--- src/rtl/sm4_mask_rng_sched.sv ---
// sm4_mask_rng_sched
// Shares the 128-bit mask word from the NLFSR mask generator among NREQ
// masked SM4 datapath units. After reset the generator is stepped WARMUP
// times. Each captured word is then handed out as four 32-bit slices, one
// grant per cycle, round-robin. When the last slice is granted the generator
// is stepped once and the advanced word is captured.
//
// Optional build macro SM4_RNG_STUCK_CHECK_EN: the refill compares the new
// word against the previous one and retries (with a sticky stuck_err) while
// they are equal. Without it no comparator is built and stuck_err is 0.
module sm4_mask_rng_sched #(
  parameter int NREQ   = 4,
  parameter int WARMUP = 16
) (
  input  logic            clk,
  input  logic            rst,
  input  logic [127:0]    rand_in,
  output logic            rng_step,
  input  logic [NREQ-1:0] req,
  output logic [NREQ-1:0] gnt,
  output logic [31:0]     mask_out,
  output logic            mask_valid,
  output logic            ready,
  output logic            stuck_err
);

  localparam int IW = $clog2(NREQ);

  typedef enum logic [1:0] {
    S_WARMUP = 2'd0,
    S_REFILL = 2'd1,
    S_SERVE  = 2'd2
  } state_t;

  state_t          state, state_nxt;
  logic [7:0]      warm_cnt, warm_cnt_nxt;
  logic [1:0]      slice_ptr, slice_ptr_nxt;
  logic [IW-1:0]   rr_last, rr_last_nxt;
  logic            rng_step_nxt;
  logic [NREQ-1:0] gnt_nxt;
  logic            mask_valid_nxt;
  logic [31:0]     mask_nxt;
  logic            capture_p0;
  logic [127:0]    mask_buf_p0;
  logic [IW:0]     win;
  logic            win_found;
  logic [IW-1:0]   win_idx;

`ifdef SM4_RNG_STUCK_CHECK_EN
  logic            have_buf;
  logic            word_repeat;
  logic            stuck_nxt;
`endif

  // Round-robin pick: first set bit searching upward from last+1, wrapping
  // at NREQ. Returns {found, index}.
  function automatic logic [IW:0] pick_winner(input logic [NREQ-1:0] r,
                                               input logic [IW-1:0]   last);
    logic          found;
    logic [IW-1:0] idx;
    logic [IW-1:0] kk;
    int            k;
    found = 1'b0;
    idx   = '0;
    for (int s = 1; s <= NREQ; s++) begin
      k  = (int'(last) + s) % NREQ;
      kk = IW'(k);
      if (!found && r[kk]) begin
        found = 1'b1;
        idx   = kk;
      end
    end
    return {found, idx};
  endfunction

  // Slice 0 is the most significant 32 bits of the captured word.
  function automatic logic [31:0] slice_of(input logic [127:0] w,
                                           input logic [1:0]   p);
    logic [31:0] s;
    case (p)
      2'd0:    s = w[127:96];
      2'd1:    s = w[95:64];
      2'd2:    s = w[63:32];
      default: s = w[31:0];
    endcase
    return s;
  endfunction

  assign win       = pick_winner(req, rr_last);
  assign win_found = win[IW];
  assign win_idx   = win[IW-1:0];
  assign ready     = (state == S_SERVE);

`ifdef SM4_RNG_STUCK_CHECK_EN
  assign word_repeat = have_buf && (rand_in == mask_buf_p0);
`endif

  // Next-state and next-output logic. REFILL never samples on an edge where
  // the generator is being stepped, so it always captures the advanced word.
  always_comb begin
    state_nxt      = state;
    warm_cnt_nxt   = warm_cnt;
    slice_ptr_nxt  = slice_ptr;
    rr_last_nxt    = rr_last;
    rng_step_nxt   = 1'b0;
    gnt_nxt        = '0;
    mask_valid_nxt = 1'b0;
    mask_nxt       = mask_out;
    capture_p0     = 1'b0;
`ifdef SM4_RNG_STUCK_CHECK_EN
    stuck_nxt      = stuck_err;
`endif
    case (state)
      S_WARMUP: begin
        if (warm_cnt == 8'(WARMUP)) begin
          state_nxt = S_REFILL;
        end else begin
          rng_step_nxt = 1'b1;
          warm_cnt_nxt = warm_cnt + 8'd1;
        end
      end
      S_REFILL: begin
        if (!rng_step) begin
`ifdef SM4_RNG_STUCK_CHECK_EN
          if (word_repeat) begin
            stuck_nxt    = 1'b1;
            rng_step_nxt = 1'b1;
          end else begin
            capture_p0    = 1'b1;
            slice_ptr_nxt = 2'd0;
            state_nxt     = S_SERVE;
          end
`else
          capture_p0    = 1'b1;
          slice_ptr_nxt = 2'd0;
          state_nxt     = S_SERVE;
`endif
        end
      end
      S_SERVE: begin
        if (win_found) begin
          gnt_nxt        = NREQ'(1) << win_idx;
          mask_valid_nxt = 1'b1;
          mask_nxt       = slice_of(mask_buf_p0, slice_ptr);
          rr_last_nxt    = win_idx;
          slice_ptr_nxt  = slice_ptr + 2'd1;
          if (slice_ptr == 2'd3) begin
            rng_step_nxt = 1'b1;
            state_nxt    = S_REFILL;
          end
        end
      end
      default: state_nxt = S_WARMUP;
    endcase
  end

  // Control state and registered outputs; reset drops any grant in flight.
  always_ff @(posedge clk or posedge rst) begin
    if (rst) begin
      state      <= S_WARMUP;
      warm_cnt   <= '0;
      slice_ptr  <= '0;
      rr_last    <= IW'(NREQ - 1);
      rng_step   <= 1'b0;
      gnt        <= '0;
      mask_valid <= 1'b0;
      mask_out   <= '0;
    end else begin
      state      <= state_nxt;
      warm_cnt   <= warm_cnt_nxt;
      slice_ptr  <= slice_ptr_nxt;
      rr_last    <= rr_last_nxt;
      rng_step   <= rng_step_nxt;
      gnt        <= gnt_nxt;
      mask_valid <= mask_valid_nxt;
      mask_out   <= mask_nxt;
    end
  end

  // ---- stage p0: captured mask word (data only, no reset) ----
  // Mask word buffer, loaded once per refill.
  always_ff @(posedge clk) begin
    if (capture_p0) mask_buf_p0 <= rand_in;
  end

`ifdef SM4_RNG_STUCK_CHECK_EN
  // Sticky stuck flag and first-capture tracking.
  always_ff @(posedge clk or posedge rst) begin
    if (rst) begin
      have_buf  <= 1'b0;
      stuck_err <= 1'b0;
    end else begin
      stuck_err <= stuck_nxt;
      if (capture_p0) have_buf <= 1'b1;
    end
  end
`else
  assign stuck_err = 1'b0;
`endif

endmodule
--- config.mk ---
export PLATFORM = sky130hd
export DESIGN_NAME = sm4_mask_rng_sched
export DESIGN_NICKNAME = d
export VERILOG_FILES = /design/src/rtl/sm4_mask_rng_sched.sv
export SDC_FILE = /design/constraint.sdc
export NUM_CORES = 1
export LEC_CHECK = 0
export ABC_AREA = 1
export CORE_MARGIN = 3
export CORE_UTILIZATION = 40
export DETAILED_ROUTE_END_ITERATION = 8
export GPL_TIMING_DRIVEN = 0
export PLACE_DENSITY_LB_ADDON = 0.2
export SKIP_LAST_GASP = 1
export SYNTH_ARGS = -nofsm -noshare
export SYNTH_HDL_FRONTEND = slang
export SYNTH_SLANG_ARGS = --single-unit
--- constraint.sdc ---
create_clock -name clk -period 10.5 [get_ports clk]
set_clock_uncertainty 0.1 [all_clocks]
set_input_delay 3.15 -clock clk [delete_from_list [all_inputs] [get_ports clk]]
set_output_delay 3.15 -clock clk [all_outputs]
set_load 0.1 [all_outputs]
Yosys cells after proc, flatten, opt, wreduce, memory -nomap -nowiden
Cells that the tools add are included.
{"block": "classes", "shift": 1, "reduce_logical": 13, "add_sub_neg": 6, "magnitude_cmp": 4, "muxes": 35, "n_eq_ne": 10, "bitwise": 1}
{"cell": "$pmux W32 S3", "count": 1}
{"cell": "$mux W2", "count": 10}
{"cell": "$mux W1", "count": 15}
{"cell": "$lt A2 B3 Y1 const B", "count": 4}
{"cell": "$add A8 B1 Y8 const B", "count": 1}
{"cell": "$bmux W1 S2", "count": 4}
{"cell": "$eq A8 B5 Y1 const B", "count": 1}
{"cell": "$mux W4", "count": 2}
{"cell": "$add A2 B1 Y2 const B", "count": 3}
{"cell": "$eq A2 B2 Y1 const B", "count": 3}
{"cell": "$pmux W2 S3", "count": 1}
{"cell": "$add A2 B2 Y2 const B", "count": 2}
{"cell": "$eq A2 B1 Y1 const B", "count": 2}
{"cell": "$logic_not A2 Y1", "count": 2}
{"cell": "$ne A2 B1 Y1 const B", "count": 2}
{"cell": "$ne A2 B2 Y1 const B", "count": 2}
{"cell": "$pmux W2 S2", "count": 1}
{"cell": "$reduce_and A2 Y1", "count": 2}
{"cell": "$reduce_and A4 Y1", "count": 1}
{"cell": "$shl A1 B2 Y4 const A", "count": 1}
{"cell": "$logic_and A1 B1 Y1", "count": 3}
{"cell": "$logic_not A1 Y1", "count": 3}
{"cell": "$reduce_and A3 Y1", "count": 1}
{"cell": "$pmux W1 S2", "count": 1}
{"cell": "other kinds (2)", "count": 2}
{"block": "totals", "elab_cells": 79, "regBits": 180, "out_inout_bits": 40, "inputBits": 134}

Depth between registers and ports, before layout
Gate-level depths: netlist (run 1).
{"block": "depth", "ltp_word": 16, "ltp_mapped": 11, "ltp_nobuf": 11}

Worst setup path before layout (run 1)
Ideal clock, no wire load.
{"block": "synth_timing", "kind": "reg2reg", "startpoint": "reg rng_step", "endpoint": "reg slice_ptr[1]", "stages_incl_launch_ff": 6, "synth_period_minus_slack_ns": 10.780, "arrival_time_ns": 10.601, "required_ns": 10.320, "setup_slack_ns": -0.280, "path_cell_list": "dfrtp_1 > nor3_1 > inv_1 > nand2_2 > nand3_1 > o21ai_1"}
{"block": "synth_via", "elab_chain_cells": 2}
{"element": "start: declaration", "line_no": "18", "rtl": "output logic rng_step,"}
{"element": "start signal: assignment", "line_no": "173", "rtl": "rng_step <= rng_step_nxt;"}
{"element": "$ne A2 B2 Y1 (no source line)"}
{"element": "$reduce_and A3 Y1 (no source line)"}
{"element": "end signal: assignment", "line_no": "171", "rtl": "slice_ptr <= slice_ptr_nxt;"}
{"element": "end: declaration", "line_no": "37", "rtl": "logic [1:0] slice_ptr, slice_ptr_nxt;"}
No other way between the ends.
A chain may end at the register's enable or synchronous reset.

Final worst setup path (run 1)
{"block": "layout_timing", "startpoint": "reg state[1]", "endpoint": "out ready"}
{"block": "layout_via", "elab_chain_cells": 1}
{"element": "start: declaration", "line_no": "35", "rtl": "state_t state, state_nxt;"}
{"element": "start signal: assignment", "line_no": "169", "rtl": "state <= state_nxt;"}
{"element": "$eq A2 B2 Y1", "line_no": "92", "rtl": "assign ready = (state == S_SERVE);"}
{"element": "end: declaration", "line_no": "23", "rtl": "output logic ready,"}
No other way between the ends.

==> results of run 1 <==
power breakdown:
group | leakage [nW] | internal [mW] | total (mW) | switching, mW
registers | 1.83 | 0.997 | 1.09 | 0.0886
logic | 1.61 | 0.406 | 1.40 | 0.998
clock network | 0.306 | 0.402 | 0.666 | 0.265
total | 3.74 | 1.80 | 3.16 | 1.35
cell usage in the layout (no fill, tap or decap), types with 15 or more instances in the layout:
| cell | count |
|---|---|
| a21oi_1 | 33 |
| clkbuf_1 | 18 |
| clkbuf_16 | 17 |
| clkdlybuf4s50_1 | 172 |
| dfrtp_1 | 50 |
| edfxtp_1 | 128 |
| nand2_1 | 137 |
| nand3_1 | 42 |
| nor2_1 | 15 |
| o21ai_0 | 44 |
| o21ai_2 | 20 |
state kept, by name, summed over array words and instances, names as in the netlist:
name / count
gnt: 4
warm_cnt: 8
mask_buf_p0: 128
mask_valid: 1
rng_step: 1
mask_out: 32
rr_last: 2
state: 2
slice_ptr: 2
stage by stage:
| step | util [%] | hold slack (ns) | setup slack (ns) |
|---|---|---|---|
| 2_1_floorplan | - | 0.343 | 3.72 |
| 3_3_place_gp | 53.5 | 0.365 | 2.49 |
| 3_5_place_dp | 54.6 | 0.371 | 5.15 |
| 4_1_cts | 58.3 | 0.392 | 4.69 |
| 5_1_grt | 58.3 | 0.405 | 4.60 |
| 6_report | 58.3 | 0.388 | 4.73 |
per-layer routing:
layer  global-route usage, %  up-vias
met4                    4.89        0
met2                    30.6      136
met1                    21.2     2293
met5                       0        -
met3                    5.07       17
li1                        -     2347
worst min-delay path: stages, from the launching register on:
cell and delay (ns):
dfrtp_1 0.36, nand2_2 0.06, o21ai_2 0.04
area by class of cell:
type	instances	area, um^2	share of cell area [%]
Sequential cell	180	5150	52.1
Antenna cell	1	2.50	0.0253
Tap cell	220	275	2.79
Multi-Input combinational cell	335	1700	17.2
Timing Repair Buffer	180	1910	19.3
Inverter	18	70.1	0.709
Buffer	25	146	1.48
Clock buffer	18	429	4.35
Clock inverter	14	195	1.98
cells by family after synthesis:
| family | Yosys count | share of synthesized area [%] |
|---|---|---|
| simple gates | 217 | 13.4 |
| flops | 180 | 73.0 |
| compound gates | 104 | 8.48 |
| buf+inv | 43 | 3.07 |
| fa+ha+maj | 7 | 1.24 |
| xor+xnor | 6 | 0.745 |
| other cells | 1 | 0.0532 |
worst paths after layout:
kind,startpoint,to,cells past startpoint
max,state[1],ready,3
min,mask_out[2],mask_out[2],2
max reg2reg,slice_ptr[1],mask_out[26],7
min reg2reg,mask_out[2],mask_out[2],2
max in group asynchronous,rst,rr_last[1],3
min in group asynchronous,rst,gnt[0],2
==> flow_summary.ini, run 1 <==
[sta]
max_slew_margin_pct = 29.9
slew_viol_final = 0
hold_viol_final = 0
post-route-min-period_ns = 5.77
rsz0062_at_grt = no
max_slew.worst_pin.slew_ns = 1.05
finalSetupTns_ns = 0
fmax_mhz = 173
finalSetupViolCount = 0
period_share_pct = 55.0

[place]
place.gp.congestion = 0.830
port_buffers = 172
place_inst = 958
hpwlAfterDp_mm = 12.1
place_area_um2 = 9250

[status]
status = completed

[grt]
grt_pass1_wl_mm = 26.4
grt_max_degree = 41
gr-usage-all-layers_pct = 17.5
antenna_found_initial = 1
grt_overflow_total = 0
grt_pass1_vias = 4965

[synthesis]
synthTopCellsByArea = edfxtp_1 54%, dfrtp_1 18%, nand2_1 7.3%
synth_cell_type_count = 33
yosysWarnings = 0
synth_most_common_cell = nand2_1
ys_async_sr_fraction_pct = 28.9
synth_edf_count = 128
synthFlopType = edfxtp_1
synth_common_cells = 137 x nand2_1, 128 x edfxtp_1, 50 x dfrtp_1, 44 x o21ai_0, 42 x nand3_1
syn_area_per_cell_um2 = 12.6
synth.cell_area_um2 = 7050
ys_ff_latch = 180
synth_nets = 699
synth_area_leader_cell = edfxtp_1
synthCells = 558
ys_seq_area_share_pct = 73.0
synth_top_area_share_pct = 54.5

[clock_tree]
postCtsSetupBuffers = 0
numCtsBuffers = 17
cts_tree = yes
cts-htree-levels = 4
cts.reportedPaths.clkPinSlew_ns = 0.06
cts_buffer_depth = 2
hold_buffers = 0
clock-sinks = 180
clk_latency_ns = 0.42
root_buffer = clkbuf_16
cts_resized = 0

[critical_path]
criticalPathCategory = reg2out
cp_max_fo = 5
critPathBufInv = 2
start_kind = flop
end_kind = output port
critPathRequiredTime_ns = 7.25
slowest_delay_ns = 1.24
critPathSlowestCell = clkdlybuf4s50_1
critPathArrivalTime_ns = 2.52
worst_path_dominant_cell_family = buffers and inverters
crit_chain = inv_1, nor2_1, clkdlybuf4s50_1
worst-r2r-setup-slack_ns = 8.34

[floorplanning]
die_height_um = 139
fp-row-count = 47
ios = 174
die-area_um2 = 19300
die_x_um = 139
initial_core_util_pct = 41.6
core_area_um2 = 16900

[run]
drv_cap = 0

[power]
p_total_mw = 3.16
p_leak_nw = 3.74
peakVddDrop_mv = 0.219
powerDensity_nw_per_um2 = 320

[routing]
wl_met3_mm = 1.11
highest_layer = met4
wirelength_mm = 16.7
remaining_drc_errors = 0
met2_length_mm = 8.48
routedWlPerCell_um = 16.8
postRouteAntennaNets = 0
vias_per_cell = 4.84
vias = 4793
wl_met1_mm = 6.81
drt_iter0_markers = 280
first_pass_iters = 4

[finish]
stdcell_area_um2 = 9880
syn_to_final_growth_pct = 40.0
fin_cells = 991
fill_cells = 1365
drive_gt1_share_pct = 11.6
nNetsFinal = 898

[worst_hold_path]
hp-class = reg2reg
(Power assumes the default switching activity.)
==> run 2: changes to the inputs <==
==> constraint.sdc (replaced) <==
create_clock -name clk -period 4.8 [get_ports clk]
set_clock_uncertainty 0.1 [all_clocks]
set_input_delay 1.44 -clock clk [delete_from_list [all_inputs] [get_ports clk]]
set_output_delay 1.44 -clock clk [all_outputs]
set_load 0.1 [all_outputs]
==> run 2 against run 1 <==
  * Combinational power rose by 120%
  * Count of clock-buffer cells in the layout increased by 5
  * Critical path type unchanged
  * Power increased by 110%
  * Largest cell class unchanged
  * Register-to-register slack lost 5.9 ns
  * Sequential share of layout area rose by 0.37 points
  * Wire length rose by 3.6%
==> flow_summary.ini, run 2 (synthesis gave the netlist of run 1 again) <==
[routing]
routedWlPerCell_um = 17.4
drt_iter0_markers = 276
wirelength_mm = 17.3
vias_per_cell = 4.89
remaining_drc_errors = 0
first_pass_iters = 4
postRouteAntennaNets = 0
vias = 4845

[run]
drv_cap = 0

[clock_tree]
root_buffer = clkbuf_16
cts_buffer_depth = 2
hold_buffers = 0
cts_tree = yes
cts.reportedPaths.clkPinSlew_ns = 0.06
cts_resized = 0
numCtsBuffers = 17
clock-sinks = 180
postCtsSetupBuffers = 0
cts-htree-levels = 4
clk_latency_ns = 0.42

[grt]
antenna_found_initial = 0
grt_pass1_wl_mm = 27.0
grt_overflow_total = 0
gr-usage-all-layers_pct = 18.2
grt_max_degree = 40
grt_pass1_vias = 5093

[critical_path]
crit_chain = inv_1, nor2_1, clkdlybuf4s50_1
slowest_delay_ns = 1.23
startpoint = state[1]
rr_startpoint = rng_step
start_kind = flop
worst_path_dominant_cell_family = buffers and inverters
cp_max_fo = 5
critPathBufInv = 2
worst-r2r-setup-slack_ns = 2.46
crit_end = ready
cp.depth = 3
critPathSlowestCell = clkdlybuf4s50_1
critPathArrivalTime_ns = 2.49
end_kind = output port
reg2reg_depth = 5
criticalPathCategory = reg2out
critPathRequiredTime_ns = 3.26
rr_endpoint = mask_buf_p0[91]

[finish]
nNetsFinal = 898
mostFrequentLayoutCells = 172 x clkdlybuf4s50_1, 137 x nand2_1, 128 x edfxtp_1, 50 x dfrtp_1, 44 x o21ai_0
syn_to_final_growth_pct = 39.0
stdcell_area_um2 = 9810
reg.largest.list = mask_buf_p0 (128), mask_out (32), warm_cnt (8)
largest_reg_flops = 128
layout_commonest_cell = clkdlybuf4s50_1
regMostFlops = mask_buf_p0
final_util_pct = 57.9
drive_gt1_share_pct = 11.3
antenna_cells = 0

[worst_hold_path]
hp-class = reg2reg

[place]
port_buffers = 172
place_area_um2 = 9250
hpwlAfterDp_mm = 12.4
place.gp.congestion = 0.840

[sta]
max_slew_margin_pct = 30.6
finalSetupViolCount = 0
whs_ns = 0.384
fmax_mhz = 248
finalSetupTns_ns = 0
rsz0062_at_grt = no
hold_viol_final = 0
slew_viol_final = 0
period_share_pct = 84.1
post-route-min-period_ns = 4.03
max_slew.worst_pin.slew_ns = 1.04

[floorplanning]
die-area_um2 = 19300
core_area_um2 = 16900
die_x_um = 139
initial_core_util_pct = 41.6
ios = 174
fp-row-count = 47
die_height_um = 139

[power]
powerDensity_nw_per_um2 = 689
peakVddDrop_mv = 0.473
p_leak_nw = 3.70

[status]
status = completed
==> run 2: area by class of cell <==
type / count / area [um^2]
flip-flops and latches: 180 / 5150
inverters: 18 / 70.1
repair buffers: 180 / 1910
fillers: 1384 / 7130
well taps: 220 / 275
multi-input cells: 335 / 1700
clock buffers: 23 / 488
plain buffers: 25 / 146
clock inverters: 9 / 70.1
==> run 2: per-layer routing <==
metal  track usage, %  vias up  wire length (um)
li1                 -     2341                 -
met1             21.8     2343              6980
met2             31.8      140              8970
met3             5.90       21              1050
met4             5.20        0               265
met5                0        -                 0
==> run 2: worst min-delay path by stage <==
stage | from | cells past startpoint | slack [ns] | end
finish | mask_out[8] | 2 | 0.38 | mask_out[8]
global route | warm_cnt[7] | 1 | 0.40 | warm_cnt[7]
CTS | mask_out[8] | 2 | 0.38 | mask_out[8]
detailed placement | mask_out[8] | 2 | 0.37 | mask_out[8]
global placement | warm_cnt[7] | 1 | 0.36 | warm_cnt[7]
floorplan | warm_cnt[7] | 1 | 0.34 | warm_cnt[7]
==> run 2: metrics by stage <==
stage	power (mW)	cells	setup WS, ns
CTS	6.82	990	0.751
finish	6.76	990	0.765
detailed placement	5.52	958	1.20
global route	7.13	990	0.687
floorplan	4.58	558	0.0613
global placement	5.37	950	-0.536
==> run 2: power breakdown <==
part / switching, mW / internal (mW) / leakage (nW) / total, mW
combinational: 2.20 / 0.887 / 1.61 / 3.08
clock: 0.577 / 0.722 / 0.264 / 1.30
sequential: 0.194 / 2.18 / 1.83 / 2.38
==> run 2: worst reg2reg max path: cells and delay by family (launching register included) <==
family	cells	cell delay, ns
buffers and inverters	4	0.79
DFF	1	0.42
and+or+nand+nor	1	0.74
==> run 3: changes to the inputs <==
==> constraint.sdc (replaced) <==
create_clock -name clk -period 3.99 [get_ports clk]
set_clock_uncertainty 0.1 [all_clocks]
set_input_delay 1.197 -clock clk [delete_from_list [all_inputs] [get_ports clk]]
set_output_delay 1.197 -clock clk [all_outputs]
set_load 0.1 [all_outputs]
==> run 3 against run 2 <==
  * Wire length grew 1.0%
  * Register-to-register slack worse by 0.58 ns
  * Sequential power is 20% higher
  * Worst setup slack worse by 0.61 ns
  * Largest cell class unchanged
==> flow_summary.ini, run 3 (synthesis gave the netlist of run 1 again) <==
[status]
status = completed

[routing]
postRouteAntennaNets = 0
wirelength_mm = 17.4
drt_iter0_markers = 316
routedWlPerCell_um = 17.6
vias_per_cell = 4.96
remaining_drc_errors = 0
vias = 4908
first_pass_iters = 5

[critical_path]
critPathRequiredTime_ns = 2.69
cp_max_fo = 5
rr_endpoint = mask_out[21]
crit_chain = inv_1, nor2_1, clkdlybuf4s50_1
critPathArrivalTime_ns = 2.54
critPathBufInv = 2
worst-r2r-setup-slack_ns = 1.88
critPathSlowestCell = clkdlybuf4s50_1
worst_path_dominant_cell_family = buffers and inverters
cp.depth = 3
start_kind = flop
crit_end = ready
criticalPathCategory = reg2out
end_kind = output port
reg2reg_depth = 7
rr_startpoint = slice_ptr[0]
startpoint = state[1]
slowest_delay_ns = 1.24

[floorplanning]
initial_core_util_pct = 41.6
die_height_um = 139
die-area_um2 = 19300
die_x_um = 139
ios = 174
fp-row-count = 47
core_area_um2 = 16900

[power]
sequentialPowerShare_pct = 34.8
p_total_mw = 8.21
switchingPower_mw = 3.57
peakVddDrop_mv = 0.591
p_leak_nw = 3.71
switching_share_pct = 43.5
clkPwrFrac_pct = 19.8
pwr-share-comb_pct = 45.3
powerDensity_nw_per_um2 = 836
power.internal_mw = 4.64

[clock_tree]
cts_tree = yes
cts-htree-levels = 4
cts.reportedPaths.clkPinSlew_ns = 0.06
cts_resized = 0
numCtsBuffers = 17
clock-sinks = 180
clk_latency_ns = 0.43
postCtsSetupBuffers = 0
root_buffer = clkbuf_16
cts_buffer_depth = 2
hold_buffers = 0

[finish]
multi_input_area_um2 = 1700
drive_gt1_share_pct = 11.2
reg.largest.list = mask_buf_p0 (128), mask_out (32), warm_cnt (8)
layout_commonest_cell = clkdlybuf4s50_1
syn_to_final_growth_pct = 39.2
regMostFlops = mask_buf_p0
largest_reg_flops = 128
final_util_pct = 58.0
antenna_cells = 0
nNetsFinal = 898
register_area_um2 = 5150
fill_cells = 1380
mostFrequentLayoutCells = 172 x clkdlybuf4s50_1, 137 x nand2_1, 128 x edfxtp_1, 49 x dfrtp_1, 44 x o21ai_0

[place]
preCtsSetupSlack_ns = 0.580
port_buffers = 172
hpwlAfterDp_mm = 12.7
place.gp.congestion = 0.865

[grt]
grt_max_degree = 42
gr-usage-all-layers_pct = 18.6
grt_overflow_total = 0
grt_pass1_wl_mm = 27.9
antenna_found_initial = 0
grt_pass1_vias = 5219

[sta]
max_slew_margin_pct = 30.9
hold_viol_final = 0
fmax_mhz = 261
rsz0062_at_grt = no
period_share_pct = 96.1
slew_viol_final = 0
setup_slack_ns = 0.154
max_slew.worst_pin.slew_ns = 1.03
finalSetupViolCount = 0
post-route-min-period_ns = 3.84
finalSetupTns_ns = 0

[run]
drv_cap = 0

[worst_hold_path]
hp-class = reg2reg
run 3: changes by cell type in the layout (fill, tap and decap cells not counted), sizes merged:
cell      delta
bufinv       +2
clkinvlp     -1
clkbuf       +1
inv          -2
run 3: per-stage QoR:
stage | instance area (um^2) | std cells | hold WS [ns]
2_1_floorplan | 7070 | 558 | 0.343
3_3_place_gp | 9060 | 950 | 0.361
3_5_place_dp | 9250 | 958 | 0.368
4_1_cts | 9820 | 990 | 0.383
5_1_grt | 9820 | 990 | 0.410
6_report | 9820 | 990 | 0.381
run 3: layer usage:
layer	track usage, %	vias up	part of all wire (%)	wire [um]
li1	-	2344	-	-
met1	22.3	2362	40	6890
met5	0	-	0	0
met2	31.8	172	52	9010
met4	6.75	0	2.3	407
met3	5.83	30	6.5	1140
run 3: worst reg2reg max path, cell delays in order, from the launching register on:
cell and delay (ns):
dfrtp_1 0.42, inv_1 0.13, ha_1 0.31, clkbuf_1 0.54, nand2_1 0.12, nand3_1 0.12
o21ai_0 0.08, o21ai_0 0.19
run 3: how the worst min path moves through the flow:
stage	from	to	slack, ns	cells after the start
after detailed placement	mask_out[14]	mask_out[14]	0.37	2
after floorplan	warm_cnt[7]	warm_cnt[7]	0.34	1
final	mask_out[14]	mask_out[14]	0.38	2
after CTS	mask_out[14]	mask_out[14]	0.38	2
after global routing	mask_out[14]	mask_out[14]	0.41	2
after global placement	warm_cnt[7]	warm_cnt[7]	0.36	1
run 3: cell type report:
| cell class | instances | share of cell area, % |
|---|---|---|
| Sequential cell | 180 | 52.4 |
| Timing Repair Buffer | 180 | 19.4 |
| Clock inverter | 8 | 1.04 |
| Multi-Input combinational cell | 335 | 17.3 |
| Clock buffer | 24 | 4.80 |
| Inverter | 18 | 0.714 |
| Tap cell | 220 | 2.80 |
| Buffer | 25 | 1.49 |
run 3: power by group through the flow:
stage / clock, mW / sequential (mW) / combinational, mW
after global placement: 0 / 2.93 / 3.53
after CTS: 1.67 / 2.86 / 3.76
after global routing: 1.74 / 2.91 / 4.00
after floorplan: 0 / 4.14 / 1.37
final: 1.63 / 2.86 / 3.72
after detailed placement: 0 / 2.89 / 3.75
